### src/rtl/regfile_seq_pkg.sv
// Shared types and helpers for the register-file sequencer: FSM states,
// command field positions and the address-to-one-hot decode.
package regfile_seq_pkg;

  typedef enum logic [1:0] {
    IDLE  = 2'd0,
    READ  = 2'd1,
    EXEC  = 2'd2,
    WRITE = 2'd3
  } state_t;

  // Command fields are packed {WrEn, Wa, RaB, RaA}; indices below are in
  // units of the address width, so field f starts at bit f*AW.
  localparam int RAA_FIELD  = 0;
  localparam int RAB_FIELD  = 1;
  localparam int WA_FIELD   = 2;
  localparam int WREN_FIELD = 3;

  // One bit of the one-hot decode: set only when the address is in range
  // and selects register idx. Out-of-range addresses never wrap.
  function automatic logic addr_hit(input int unsigned addr,
                                    input int unsigned idx,
                                    input int unsigned nreg);
    return (addr < nreg) && (addr == idx);
  endfunction

endpackage

### src/rtl/rr_arb2.sv
// Two-requester round-robin arbiter. On a tie the requester that was not
// granted last wins; the history only moves when a grant is accepted.
module rr_arb2 (
  input  logic       Clk,
  input  logic       Rst,
  input  logic [1:0] req,
  input  logic       en,
  output logic       gnt_valid,
  output logic       gnt_id
);

  logic last_reg;

  // Combinational grant from the current requests and the grant history.
  always_comb begin
    gnt_valid = |req;
    gnt_id    = 1'b0;
    if (req == 2'b11) gnt_id = ~last_reg;
    else              gnt_id = req[1];
  end

  // Remember who was granted; starts at 1 so requester 0 wins the first tie.
  always_ff @(posedge Clk) begin
    if (Rst)     last_reg <= 1'b1;
    else if (en) last_reg <= gnt_id;
  end

endmodule

### src/rtl/regfile_sequencer.sv
// Sequences register-transfer commands from two requesters through a shared
// register file: operand read, externally timed ALU step, write-back.
// Bus enables and strobes are registered, computed from the next state so
// they line up exactly with the state they belong to.
module regfile_sequencer
  import regfile_seq_pkg::*;
#(
  parameter int NREG  = 16,
  parameter int AW    = 4,
  parameter int TMO   = 15,
  parameter int CMD_W = 3*AW+1
) (
  input  logic             Clk,
  input  logic             Rst,
  input  logic             Req0Valid,
  input  logic [CMD_W-1:0] Req0Cmd,
  output logic             Req0Ready,
  input  logic             Req1Valid,
  input  logic [CMD_W-1:0] Req1Cmd,
  output logic             Req1Ready,
  output logic [NREG-1:0]  Oe0,
  output logic [NREG-1:0]  Oe1,
  output logic [NREG-1:0]  Ld,
  output logic             AluStart,
  input  logic             AluDone,
  output logic             Done,
  output logic             Err,
  output logic             GntId,
  output logic             Busy
);

  localparam int TW = $clog2(TMO + 1);

  state_t           state_reg, state_next;
  logic [CMD_W-1:0] cmd_reg, cmd_next;
  logic [TW-1:0]    tmo_reg, tmo_next;
  logic             gnt_next;
  logic             accept;
  logic             timeout;
  logic             gnt_valid, gnt_id;
  logic [NREG-1:0]  oe0_dec, oe1_dec, ld_dec;
  logic [AW-1:0]    raa_next, rab_next, wa_next;
  logic             wren_next;

  rr_arb2 u_arb (
    .Clk      (Clk),
    .Rst      (Rst),
    .req      ({Req1Valid, Req0Valid}),
    .en       (accept),
    .gnt_valid(gnt_valid),
    .gnt_id   (gnt_id)
  );

  assign accept    = (state_reg == IDLE) && gnt_valid && !Rst;
  assign Req0Ready = accept && !gnt_id;
  assign Req1Ready = accept &&  gnt_id;
  assign Busy      = (state_reg != IDLE);

  assign raa_next  = cmd_next[RAA_FIELD*AW +: AW];
  assign rab_next  = cmd_next[RAB_FIELD*AW +: AW];
  assign wa_next   = cmd_next[WA_FIELD*AW  +: AW];
  assign wren_next = cmd_next[WREN_FIELD*AW];

  // Per-register decode of the command that will be current next cycle.
  for (genvar gi = 0; gi < NREG; gi++) begin : g_dec
    assign oe0_dec[gi] = addr_hit(32'(raa_next), gi, NREG);
    assign oe1_dec[gi] = addr_hit(32'(rab_next), gi, NREG);
    assign ld_dec[gi]  = addr_hit(32'(wa_next),  gi, NREG);
  end

  // Next-state logic: accept in IDLE, one READ cycle, bounded EXEC, WRITE.
  always_comb begin
    state_next = state_reg;
    cmd_next   = cmd_reg;
    tmo_next   = tmo_reg;
    gnt_next   = GntId;
    timeout    = 1'b0;
    case (state_reg)
      IDLE: begin
        if (accept) begin
          cmd_next   = gnt_id ? Req1Cmd : Req0Cmd;
          gnt_next   = gnt_id;
          state_next = READ;
        end
      end
      READ: begin
        tmo_next   = '0;
        state_next = EXEC;
      end
      EXEC: begin
        if (AluDone) begin
          state_next = WRITE;
        end else if (tmo_reg == TW'(TMO - 1)) begin
          timeout    = 1'b1;
          state_next = IDLE;
        end else begin
          tmo_next = tmo_reg + 1'b1;
        end
      end
      WRITE: state_next = IDLE;
      default: state_next = IDLE;
    endcase
  end

  // State, command and registered outputs; reset drops any command in flight.
  always_ff @(posedge Clk) begin
    if (Rst) begin
      state_reg <= IDLE;
      cmd_reg   <= '0;
      tmo_reg   <= '0;
      GntId     <= 1'b0;
      Oe0       <= '0;
      Oe1       <= '0;
      Ld        <= '0;
      AluStart  <= 1'b0;
      Done      <= 1'b0;
      Err       <= 1'b0;
    end else begin
      state_reg <= state_next;
      cmd_reg   <= cmd_next;
      tmo_reg   <= tmo_next;
      GntId     <= gnt_next;
      Oe0       <= (state_next != IDLE) ? oe0_dec : '0;
      Oe1       <= (state_next != IDLE) ? oe1_dec : '0;
      Ld        <= (state_next == WRITE && wren_next) ? ld_dec : '0;
      AluStart  <= (state_next == READ);
      Done      <= (state_next == WRITE);
      Err       <= timeout;
    end
  end

endmodule

### config.mk
export PLATFORM = sky130hd
export DESIGN_NAME = regfile_sequencer
export DESIGN_NICKNAME = d
export VERILOG_FILES = /design/src/rtl/regfile_seq_pkg.sv /design/src/rtl/rr_arb2.sv /design/src/rtl/regfile_sequencer.sv
export SDC_FILE = /design/constraint.sdc
export NUM_CORES = 1
export LEC_CHECK = 0
export CAP_MARGIN = 20
export CORE_ASPECT_RATIO = 1.25
export CORE_MARGIN = 2
export CORE_UTILIZATION = 54
export CTS_CLUSTER_DIAMETER = 40
export DETAILED_ROUTE_END_ITERATION = 10
export DONT_BUFFER_PORTS = 1
export GPL_ROUTABILITY_DRIVEN = 0
export GPL_TIMING_DRIVEN = 0
export HOLD_SLACK_MARGIN = 0.15
export PLACE_DENSITY = 0.83
export SYNTH_ARGS = -nofsm -noshare
export SYNTH_HDL_FRONTEND = slang
export SYNTH_HIERARCHICAL = 1
export SYNTH_SLANG_ARGS = --single-unit
### constraint.sdc
create_clock -name Clk -period 2.55 [get_ports Clk]
set_clock_uncertainty 0.2 [all_clocks]
set_input_delay 0.6375 -clock Clk [delete_from_list [all_inputs] [get_ports Clk]]
set_output_delay 0.6375 -clock Clk [all_outputs]
set_load 0.03 [all_outputs]
# Yosys cells after proc, flatten, opt, wreduce, memory -nomap -nowiden
# Cells that the tools add are included.
[classes] reduce_logical=20 add_sub_neg=1 eq_ne=54 muxes=12 bitwise_logic=4
[op_table] op="equality test 4 bit, second input constant" count=25
[op_table] op="equality test 4 x 3 -> 1 bit, second input constant" count=12
[op_table] op="2-to-1 mux 13 bit" count=3
[op_table] op="equality test 4 x 2 -> 1 bit, second input constant" count=6
[op_table] op="equality test 4 x 1 -> 1 bit, second input constant" count=3
[op_table] op="zero test 4 bit" count=3
[op_table] op="equality test 2 bit, second input constant" count=4
[op_table] op="2-to-1 mux 4 bit" count=2
[op_table] op="one-hot mux 2 bit (4 select lines)" count=1
[op_table] op="one-hot mux 4 bit (2 select lines)" count=1
[op_table] op="2-to-1 mux 2 bit" count=3
[op_table] op="nonzero test 2 bit" count=3
[op_table] op="OR reduction 2 bit" count=3
[op_table] op="logical AND 1 bit" count=5
[op_table] op="adder 4 x 1 -> 4 bit, second input constant" count=1
[op_table] op="equality test 2 x 1 -> 1 bit, second input constant" count=2
[op_table] op="inequality test 2 bit, second input constant" count=2
[op_table] op="NOT 1 bit" count=4
[op_table] op="AND reduction 3 bit" count=1
[op_table] op="OR reduction 3 bit" count=1
[op_table] op="zero test 1 bit" count=2
[op_table] op="zero test 2 bit" count=1
[op_table] op="2-to-1 mux 1 bit" count=2
[op_table] op="AND reduction 2 bit" count=1
[word_totals] register_bits=72 word_cells=102

# Longest topological paths before layout
# Gate-level depths: netlist of the first run.
[depth] ltp_word=9 mapped_depth=9 ltp_nobuf=6

# Modules after synthesis
# The synthesis of the first run kept the hierarchy.
[by_module_without_submodules] mod="regfile_sequencer" n_inst=1 area_each_um2=2680.1 cells_each=272
[by_module_without_submodules] mod="rr_arb2" n_inst=1 area_each_um2=48.8 cells_each=5

# Worst setup path after synthesis of the first run
# No wires, ideal clock.
[synth_timing] path_kind="input port to output port" from="input port Req1Valid" to="output port Req1Ready" n_path_buf=3 arrival_time_ps=1918 path_stages=8 path_slack_ps=-206 path_cell_list="or2_2 or4b_1 buf_6 clkinv_4 buf_6 buf_4 nand2_1 inv_1"
[synth_between] elab_chain_cells=4 word_cells_on_any_way=6 cone_classes="eq/ne (1); mux (1); reduce/logical (4)"
[synth_lines] item="from (decl)" line="regfile_sequencer.sv:18" source="input logic Req1Valid,"
[synth_lines] item="OR reduction 2 bit" line="rr_arb2.sv:16" source="gnt_valid = |req;"
[synth_lines] item="logical AND 1 bit (2 in series)" line="regfile_sequencer.sv:54" source="assign accept = (state_reg == IDLE) && gnt_valid && !Rst;"
[synth_lines] item="via accept" line="regfile_sequencer.sv:38" source="logic accept;"
[synth_lines] item="logical AND 1 bit" line="regfile_sequencer.sv:56" source="assign Req1Ready = accept && gnt_id;"
[synth_lines] item="to (decl)" line="regfile_sequencer.sv:20" source="output logic Req1Ready,"
# The timed path passes the listed nets, and every way through them passes these cells.

# Worst setup path after layout of the first run
[layout_timing] from="input port Req1Valid" to="output port Req0Ready"
[layout_between] elab_chain_cells=4 word_cells_on_any_way=7 cone_classes="eq/ne (1); mux (1); reduce/logical (5)"
[layout_lines] item="equality test 2 bit / OR reduction 2 bit (equally long branches)" line="rr_arb2.sv:18, rr_arb2.sv:16"
[layout_lines] item="2-to-1 mux 1 bit / logical AND 1 bit (equally long branches)" line="rr_arb2.sv:18, regfile_sequencer.sv:54"
[layout_lines] item="zero test 1 bit / logical AND 1 bit (equally long branches)" line="regfile_sequencer.sv:55, regfile_sequencer.sv:54"
[layout_lines] item="logical AND 1 bit *" line="regfile_sequencer.sv:55" source="assign Req0Ready = accept && !gnt_id;"
[layout_lines] item="to (decl)" line="regfile_sequencer.sv:17" source="output logic Req0Ready,"
# Every way passes the cells marked *; elsewhere a longest branch is shown, timed or not.

==> results.toml, run 1 <==
[die]
start_util_pct = 56.9
die_w_um = 67.6
row_count = 28
dieArea_um2 = 5640
core_um2 = 4800
fp.dieH_um = 83.5
io_pins = 86

[sta]
finalSetupTns_ps = 0
hold_viol_final = 0
fmax_mhz = 404
rsz0062_at_grt = "no"
setup_violations = 0
fin_crit_sh_pct = 97.0
worstMarginPinSlew_ps = 572
relSlewSlack_pct = 61.8
report.final.slew_viol_count = 0
period_needed_ps = 2470

[cells_and_area]
fin_nets = 322
drive_gt1_share_pct = 18.7
synthToLayoutAreaGrowth_pct = 11.8
n_antenna_cell = 0
reg_top3 = "Ld (16), Oe0 (16), Oe1 (16)"

[logic_synthesis]
yosys-top-cells-area = "dfxtp_1 53%, nor2_1 9.1%, mux2i_1 4.8%"
yosys_warnings = 6
seq_area_frac_synth_pct = 52.8
yosysUniqueCellTypes = 42
synthTopCellsByCount = "72 x dfxtp_1, 66 x nor2_1, 13 x mux2i_1"
netlist_instances = 277
synth_top_area_share_pct = 52.8
async_reset_ff_share_pct = 0
synth_most_common_cell = "dfxtp_1"
synth_flop_cell = "dfxtp_1"
synth-edff-count = 0
syn_avg_cell_area_um2 = 9.85
yosys.area.top_type = "dfxtp_1"
syn-cell-area_um2 = 2730
synth_seq_cells = 72
syn_nets = 310

[power_and_ir_drop]
p_total_w = 0.00254
irDropWorstVdd_mv = 0.548
p_leak_nw = 1.12
powerDensity_nw_per_um2 = 833

[worst_setup_path]
crit_path_max_incr_delay_ps = 530
crit_buf_inv = 1
critPathRequiredTime_ps = 1710
path_cells = "or2_2 -> or4b_4 -> buf_8 -> nor2_4"
end_kind = "primary output"
start_kind = "input port"
path_class = "in -> out"
cpMaxStageDelayCell = "or4b_4"
cp_max_fo = 3
cp_num_cells = 4
reg2reg_depth = 6
cpLargestDelayFamily = "simple AND/OR/NAND/NOR gates"
cp_data_arrival_time_ps = 1640

[drt]
maxUsedRoutingLayer = "met4"
first_pass_iters = 4
via_count = 1998
wl_per_cell_um = 16.5
first_iter_violations = 56
met1_length_um = 2360
dr_wl_met2_um = 3020
viasPerCell = 5.64
ant_nets = 0
drc = 0
wl_met3_um = 367
drt_wl_total_um = 5830

[min_path]
hp-class = "in -> reg"
worstHoldPathCells = 1

[clocking]
clock_path_buffers = 2
clk_latency_ps = 340
cts_buffers = 9
hold_buffers = 0
ctsHtreeMaxLevel = 3
root_buffer = "clkbuf_8"
cts_tree = "done"
clkSinkCount = 72
clk_pin_slew_ps = 70

[placement]
dp_hpwl_um = 4270
numPortBuffers = 0

[job]
cap_violations = 0

[global_route]
grt_pass1_wl_um = 9260
gr-total-overflow = 0
antenna_found_initial = 0
grt_usage_pct = 21.8
grt_pass1_vias = 1872
grt_start_max_net_pins = 20

[run_status]
outcome = "finished, final reports clean"
## cell type report
type	count	area (um2)
clock buffer	10	138
timing repair inverter	1	8.76
buffer	6	61.3
tap	60	75.1
multi-input combinational	190	1190
timing repair buffer	4	30.0
sequential	72	1450
fill	397	1750
inverter	5	31.3
clock inverter	6	67.6
## placed cells by master (no fill, tap or decap), types with 2 or more instances in the layout
| master | n |
|---|---|
| a32oi_1 | 3 |
| buf_4 | 5 |
| a211oi_1 | 10 |
| a21oi_1 | 11 |
| nor2_1 | 65 |
| clkbuf_1 | 2 |
| clkbuf_8 | 10 |
| dfxtp_1 | 70 |
| nand3b_1 | 2 |
| clkinvlp_4 | 2 |
| mux2_2 | 11 |
| nor3_1 | 11 |
| nand3_2 | 2 |
| and4b_1 | 2 |
| a21oi_2 | 2 |
| clkinv_4 | 2 |
| or3_1 | 2 |
| nand2_1 | 8 |
| nand3_1 | 10 |
| mux2i_1 | 13 |
| inv_1 | 3 |
| o21ai_1 | 4 |
| or2_2 | 4 |
| ha_1 | 2 |
| nor3b_1 | 9 |
| and2_1 | 3 |
## metal layers
layer / track usage [%] / up-vias
li1: - / 989
met1: 25.1 / 942
met2: 35.1 / 57
met3: 8.91 / 10
met4: 8.53 / 0
met5: 0 / -
## what timing repair did
item,CTS,global route
setup endpoints to repair,6,2
setup buffers,4,0
cloned,1,0
pin swaps,1,0
gates resized for setup,9,1
## stage by stage
step	hold WS, ps	cells	setup WS [ps]	utilization, %	area [um2]
floorplan	265	277	-118	-	2740
global placement	285	337	-388	58.6	2810
detailed placement	291	337	-384	58.6	2810
CTS	156	355	24.0	63.7	3060
global route	156	354	34.9	63.6	3050
finish	172	354	76.3	63.6	3050
## cells by family (layout without fill, tap and decap cells)
family | count (synthesis) | after routing | synth area share (%)
DFF | 72 | 72 | 52.8
adders and majority gates | 2 | 2 | 0.917
AOI/OAI and AO/OA | 36 | 36 | 9.45
muxes | 25 | 25 | 9.86
buffers and inverters | 15 | 32 | 4.03
and+or+nand+nor | 127 | 127 | 22.9
## final timing paths
| path | slack, ps | to | start |
|---|---|---|---|
| max | 80 | Req0Ready | Req1Valid |
| min | 170 | Err | AluDone |
| max reg2reg | 340 | Oe0[10] | u_arb/last_reg |
| min reg2reg | 300 | tmo_reg[1] | tmo_reg[1] |
## report_power, final
part | internal, W | switching [W]
clock | 0.000481 | 0.000427
combinational | 0.000146 | 0.000226
sequential | 0.00118 | 0.0000818
(Power assumes the default switching activity.)
==> inputs of run 2 (changes only) <==
--- a/config.mk
+++ b/config.mk
@@ -15,7 +15,7 @@
 export GPL_ROUTABILITY_DRIVEN = 0
 export GPL_TIMING_DRIVEN = 0
 export HOLD_SLACK_MARGIN = 0.15
-export PLACE_DENSITY = 0.83
+export PLACE_DENSITY = 0.84
 export SYNTH_ARGS = -nofsm -noshare
 export SYNTH_HDL_FRONTEND = slang
 export SYNTH_HIERARCHICAL = 1
==> results.toml, run 2 (synthesized netlist as in run 1, its figures left out) <==
[run_status]
outcome = "finished, final reports clean"

[cells_and_area]
synthToLayoutAreaGrowth_pct = 12.0
final_common_cell = "dfxtp_1"
final_cell_mix = "70 x dfxtp_1, 65 x nor2_1, 13 x mux2i_1"
fill_cells = 373
instances_no_fill = 355
multi_input_area_um2 = 1190
reg_top3 = "Ld (16), Oe0 (16), Oe1 (16)"
fin_nets = 323
drive_gt1_share_pct = 19.0
n_antenna_cell = 0
fin_util_pct = 63.7
seqCellArea_um2 = 1450

[drt]
viasPerCell = 5.67
wl_per_cell_um = 16.4
first_iter_violations = 105
first_pass_iters = 4
drt_wl_total_um = 5840
drc = 0
via_count = 2012
ant_nets = 0

[clocking]
clk_pin_slew_ps = 70
root_buffer = "clkbuf_8"
clock_path_buffers = 2
ctsHtreeMaxLevel = 3
clkSinkCount = 72
cts_buffers = 9
cts_tree = "done"
clk_latency_ps = 340

[die]
start_util_pct = 56.9
row_count = 28
io_pins = 86
core_um2 = 4800
fp.dieH_um = 83.5
dieArea_um2 = 5640
die_w_um = 67.6

[job]
cap_violations = 0

[sta]
hold_viol_final = 0
period_needed_ps = 2490
worstMarginPinSlew_ps = 543
rsz0062_at_grt = "no"
fmax_mhz = 401
setup_violations = 0
fin_crit_sh_pct = 97.8
report.final.slew_viol_count = 0
relSlewSlack_pct = 63.8

[worst_setup_path]
cpMaxStageDelayCell = "or4b_4"
cp_max_fo = 3
crit_path_max_incr_delay_ps = 460
crit_buf_inv = 2
timing.rr.start = "u_arb/last_reg"
ff2ff_setup_slack_ps = 310
critPathRequiredTime_ps = 1710
start_kind = "input port"
critPathLaunch = "Req1Valid"
path_cells = "or2_2 -> or4b_4 -> buf_6 -> buf_8 -> nor2_4"
cpLargestDelayFamily = "simple AND/OR/NAND/NOR gates"
end_kind = "primary output"
cp_data_arrival_time_ps = 1660
path_class = "in -> out"

[global_route]
gr-total-overflow = 0
grt_start_max_net_pins = 20
grt_pass1_wl_um = 9420
grt_pass1_vias = 1932
antenna_found_initial = 0
grt_usage_pct = 22.3

[power_and_ir_drop]
powerDensity_nw_per_um2 = 824
irDropWorstVdd_mv = 0.602
p_leak_nw = 1.12

[placement]
dp.cells = 337
dp_hpwl_um = 4140
numPortBuffers = 0

[min_path]
hp-class = "in -> reg"
worstHoldStart = "AluDone"
[run 2: final timing paths]
path / end / cells after the start
max reg2reg: Oe0[8] / 6
min reg2reg: tmo_reg[0] / 2
max: Req0Ready / 5
min: Err / 1
[run 2: worst register-to-register path, stage by stage, from the launching register on]
cell and delay [ps]:
dfxtp_1 320, a21boi_2 330, buf_6 280, mux2_2 380, mux2i_1 320, nand3_1 200
nor2_1 150
[run 2: cell type report]
type | instances | share of cell area [%]
Inverter | 5 | 1.02
Clock inverter | 6 | 2.25
Tap cell | 60 | 2.46
Buffer | 7 | 2.38
Multi-Input combinational cell | 190 | 39.1
Timing Repair inverter | 1 | 0.287
Sequential cell | 72 | 47.3
Clock buffer | 10 | 4.18
Timing Repair Buffer | 4 | 0.983
[run 2: what timing repair did]
action / 4_1_cts / 5_1_grt
endpoints found under the setup margin: 6 / 2
hold buffers: 0 / 0
pin swaps: 1 / 1
gates resized for setup: 9 / 2
buffers inserted: 4 / 0
cloned: 1 / 0
[run 2: report_power, final]
part	switching, W	internal [W]	leakage [nW]
clock network	0.000422	0.000456	0.0968
registers	0.0000810	0.00118	0.585
logic	0.000231	0.000150	0.443
total	0.000734	0.00178	1.12
[run 2: per-stage QoR]
| step | hold slack [ps] | power [W] | TNS (ps) | setup slack [ps] | instance area (um2) |
|---|---|---|---|---|---|
| CTS | 152 | 0.00253 | 0 | 25.0 | 3050 |
| global placement | 286 | 0.00163 | -8990 | -379 | 2810 |
| global route | 155 | 0.00263 | 0 | 16.1 | 3060 |
| finish | 166 | 0.00252 | 0 | 55.5 | 3060 |
| floorplan | 265 | 0.00157 | -118 | -118 | 2740 |
| detailed placement | 282 | 0.00164 | -9560 | -394 | 2810 |
[run 2: routing by layer]
layer	wire length, um	global-route usage, %	vias to the layer above
met5	0	0	-
met4	112	10.9	0
met3	377	7.96	10
met2	2990	35.7	68
met1	2350	25.6	945
li1	-	-	989
==> inputs of run 3 (changes only) <==
--- a/config.mk
+++ b/config.mk
@@ -8,14 +8,14 @@
 export CAP_MARGIN = 20
 export CORE_ASPECT_RATIO = 1.25
 export CORE_MARGIN = 2
-export CORE_UTILIZATION = 54
+export CORE_UTILIZATION = 55
 export CTS_CLUSTER_DIAMETER = 40
 export DETAILED_ROUTE_END_ITERATION = 10
 export DONT_BUFFER_PORTS = 1
 export GPL_ROUTABILITY_DRIVEN = 0
 export GPL_TIMING_DRIVEN = 0
 export HOLD_SLACK_MARGIN = 0.15
-export PLACE_DENSITY = 0.84
+export PLACE_DENSITY = 0.85
 export SYNTH_ARGS = -nofsm -noshare
 export SYNTH_HDL_FRONTEND = slang
 export SYNTH_HIERARCHICAL = 1
==> results.toml, run 3 (synthesized netlist as in run 1, its figures left out) <==
[die]
dieArea_um2 = 5540
die_w_um = 67
row_count = 28
start_util_pct = 57.3
fp.dieH_um = 82.8
core_um2 = 4760
io_pins = 86

[global_route]
gr-total-overflow = 0
grt_usage_pct = 22.7
grt_start_max_net_pins = 25
grt_pass1_wl_um = 9200
antenna_found_initial = 0
grt_pass1_vias = 2000

[job]
cap_violations = 0

[cells_and_area]
drive_gt1_share_pct = 17.6
finalInstanceArea_um2 = 3030
fin_nets = 318
final_common_cell = "dfxtp_1"
final_cell_mix = "70 x dfxtp_1, 65 x nor2_1, 13 x mux2i_1"
instances_no_fill = 350
fin_util_pct = 63.6
reg_top3 = "Ld (16), Oe0 (16), Oe1 (16)"
synthToLayoutAreaGrowth_pct = 11.0
n_antenna_cell = 0

[sta]
report.final.slew_viol_count = 0
period_needed_ps = 2500
fmax_mhz = 400
relSlewSlack_pct = 61.8
fin_crit_sh_pct = 98.1
hold-worst-slack_ps = 166
setup_violations = 0
worstMarginPinSlew_ps = 571
rsz0062_at_grt = "no"
hold_viol_final = 0

[placement]
placed_area_um2 = 2810
dp.cells = 337
numPortBuffers = 0
dp_hpwl_um = 4420

[power_and_ir_drop]
swShare_pct = 28.4
p_leak_nw = 1.10
internal_power_w = 0.00187
irDropWorstVdd_mv = 0.546
p_comb_share_pct = 13.7
p_total_w = 0.00261
power.switching_w = 0.000741
power_frac_clock_pct = 37.9
seq_power_share_pct = 48.4
powerDensity_nw_per_um2 = 861

[worst_setup_path]
crit_path_max_incr_delay_ps = 580
critPathLaunch = "state_reg[0]"
path_cells = "or4b_4 -> buf_6 -> nor2_4"
reg2reg_depth = 6
end_kind = "primary output"
cp_data_arrival_time_ps = 1660
start_kind = "register"
critPathRequiredTime_ps = 1710
timing.rr.start = "u_arb/last_reg"
path_class = "reg -> out"
ff2ff_setup_slack_ps = 220
cp_max_fo = 10
cpMaxStageDelayCell = "or4b_4"

[drt]
ant_nets = 0
drc = 0
drt_wl_total_um = 5980
first_pass_iters = 5
via_count = 2074
first_iter_violations = 75
wl_per_cell_um = 17.1
viasPerCell = 5.93

[run_status]
outcome = "finished, final reports clean"

[clocking]
clk_latency_ps = 350
cts_buffers = 9
clock_path_buffers = 2
ctsHtreeMaxLevel = 3
cts_tree = "done"
clkSinkCount = 72
root_buffer = "clkbuf_8"
clk_pin_slew_ps = 70

[min_path]
worstHoldPathCells = 1
hp-class = "in -> reg"
worstHoldStart = "AluDone"
## run 3: cell count changes in the layout (fill, tap and decap cells not counted), sizes merged
cell      change
bufinv        +1
buf           -4
clkinvlp      +1
clkinv        -3
## run 3: path summary, 6_finish.rpt
| path | to |
|---|---|
| setup / recovery | Req0Ready |
| hold / removal | Err |
| setup reg to reg | Oe0[10] |
| hold reg to reg | tmo_reg[0] |
## run 3: cell type report
cell class	instances	area, um2
flip-flops and latches	72	1440
well taps	60	75.1
fillers	407	1740
repair buffers	1	7.51
clock inverters	6	92.6
clock buffers	10	128
inverters	5	33.8
multi-input cells	190	1190
plain buffers	6	53.8
## run 3: through the flow
step / TNS [ps] / setup WS (ps)
after global routing: 0 / 2.78
after detailed placement: -10030 / -406
final: 0 / 48.3
after CTS: 0 / 21.5
after floorplan: -118 / -118
after global placement: -8510 / -376
## run 3: per-layer routing
layer | wire, um | share of wire [%] | vias to the layer above | GRT usage (%)
met5 | 0 | 0 | - | 0
met4 | 167 | 2.8 | 0 | 13.5
met3 | 427 | 7.1 | 17 | 7.72
met2 | 3040 | 51 | 87 | 37.7
met1 | 2340 | 39 | 996 | 25.0
li1 | - | - | 974 | -
## run 3: power groups by stage
stage	clock, W	combinational (W)	sequential [W]
floorplan	0	0.000293	0.00128
global placement	0	0.000349	0.00128
detailed placement	0	0.000359	0.00129
CTS	0.000993	0.000357	0.00126
global route	0.00105	0.000391	0.00127
finish	0.000989	0.000356	0.00126
## run 3: what timing repair did
item | 4_1_cts | 5_1_grt
pin swaps | 2 | 1
endpoints found under the setup margin | 7 | 1
setup buffers | 1 | 0
hold buffers | 0 | 0
gates cloned | 0 | 0
resized for setup | 9 | 0
## run 3: critical path, delay by kind of cell (launching register included)
family | cells | cell delay, ps
buffers and inverters | 1 | 180
flip-flops | 1 | 350
AND/OR/NAND/NOR | 2 | 770
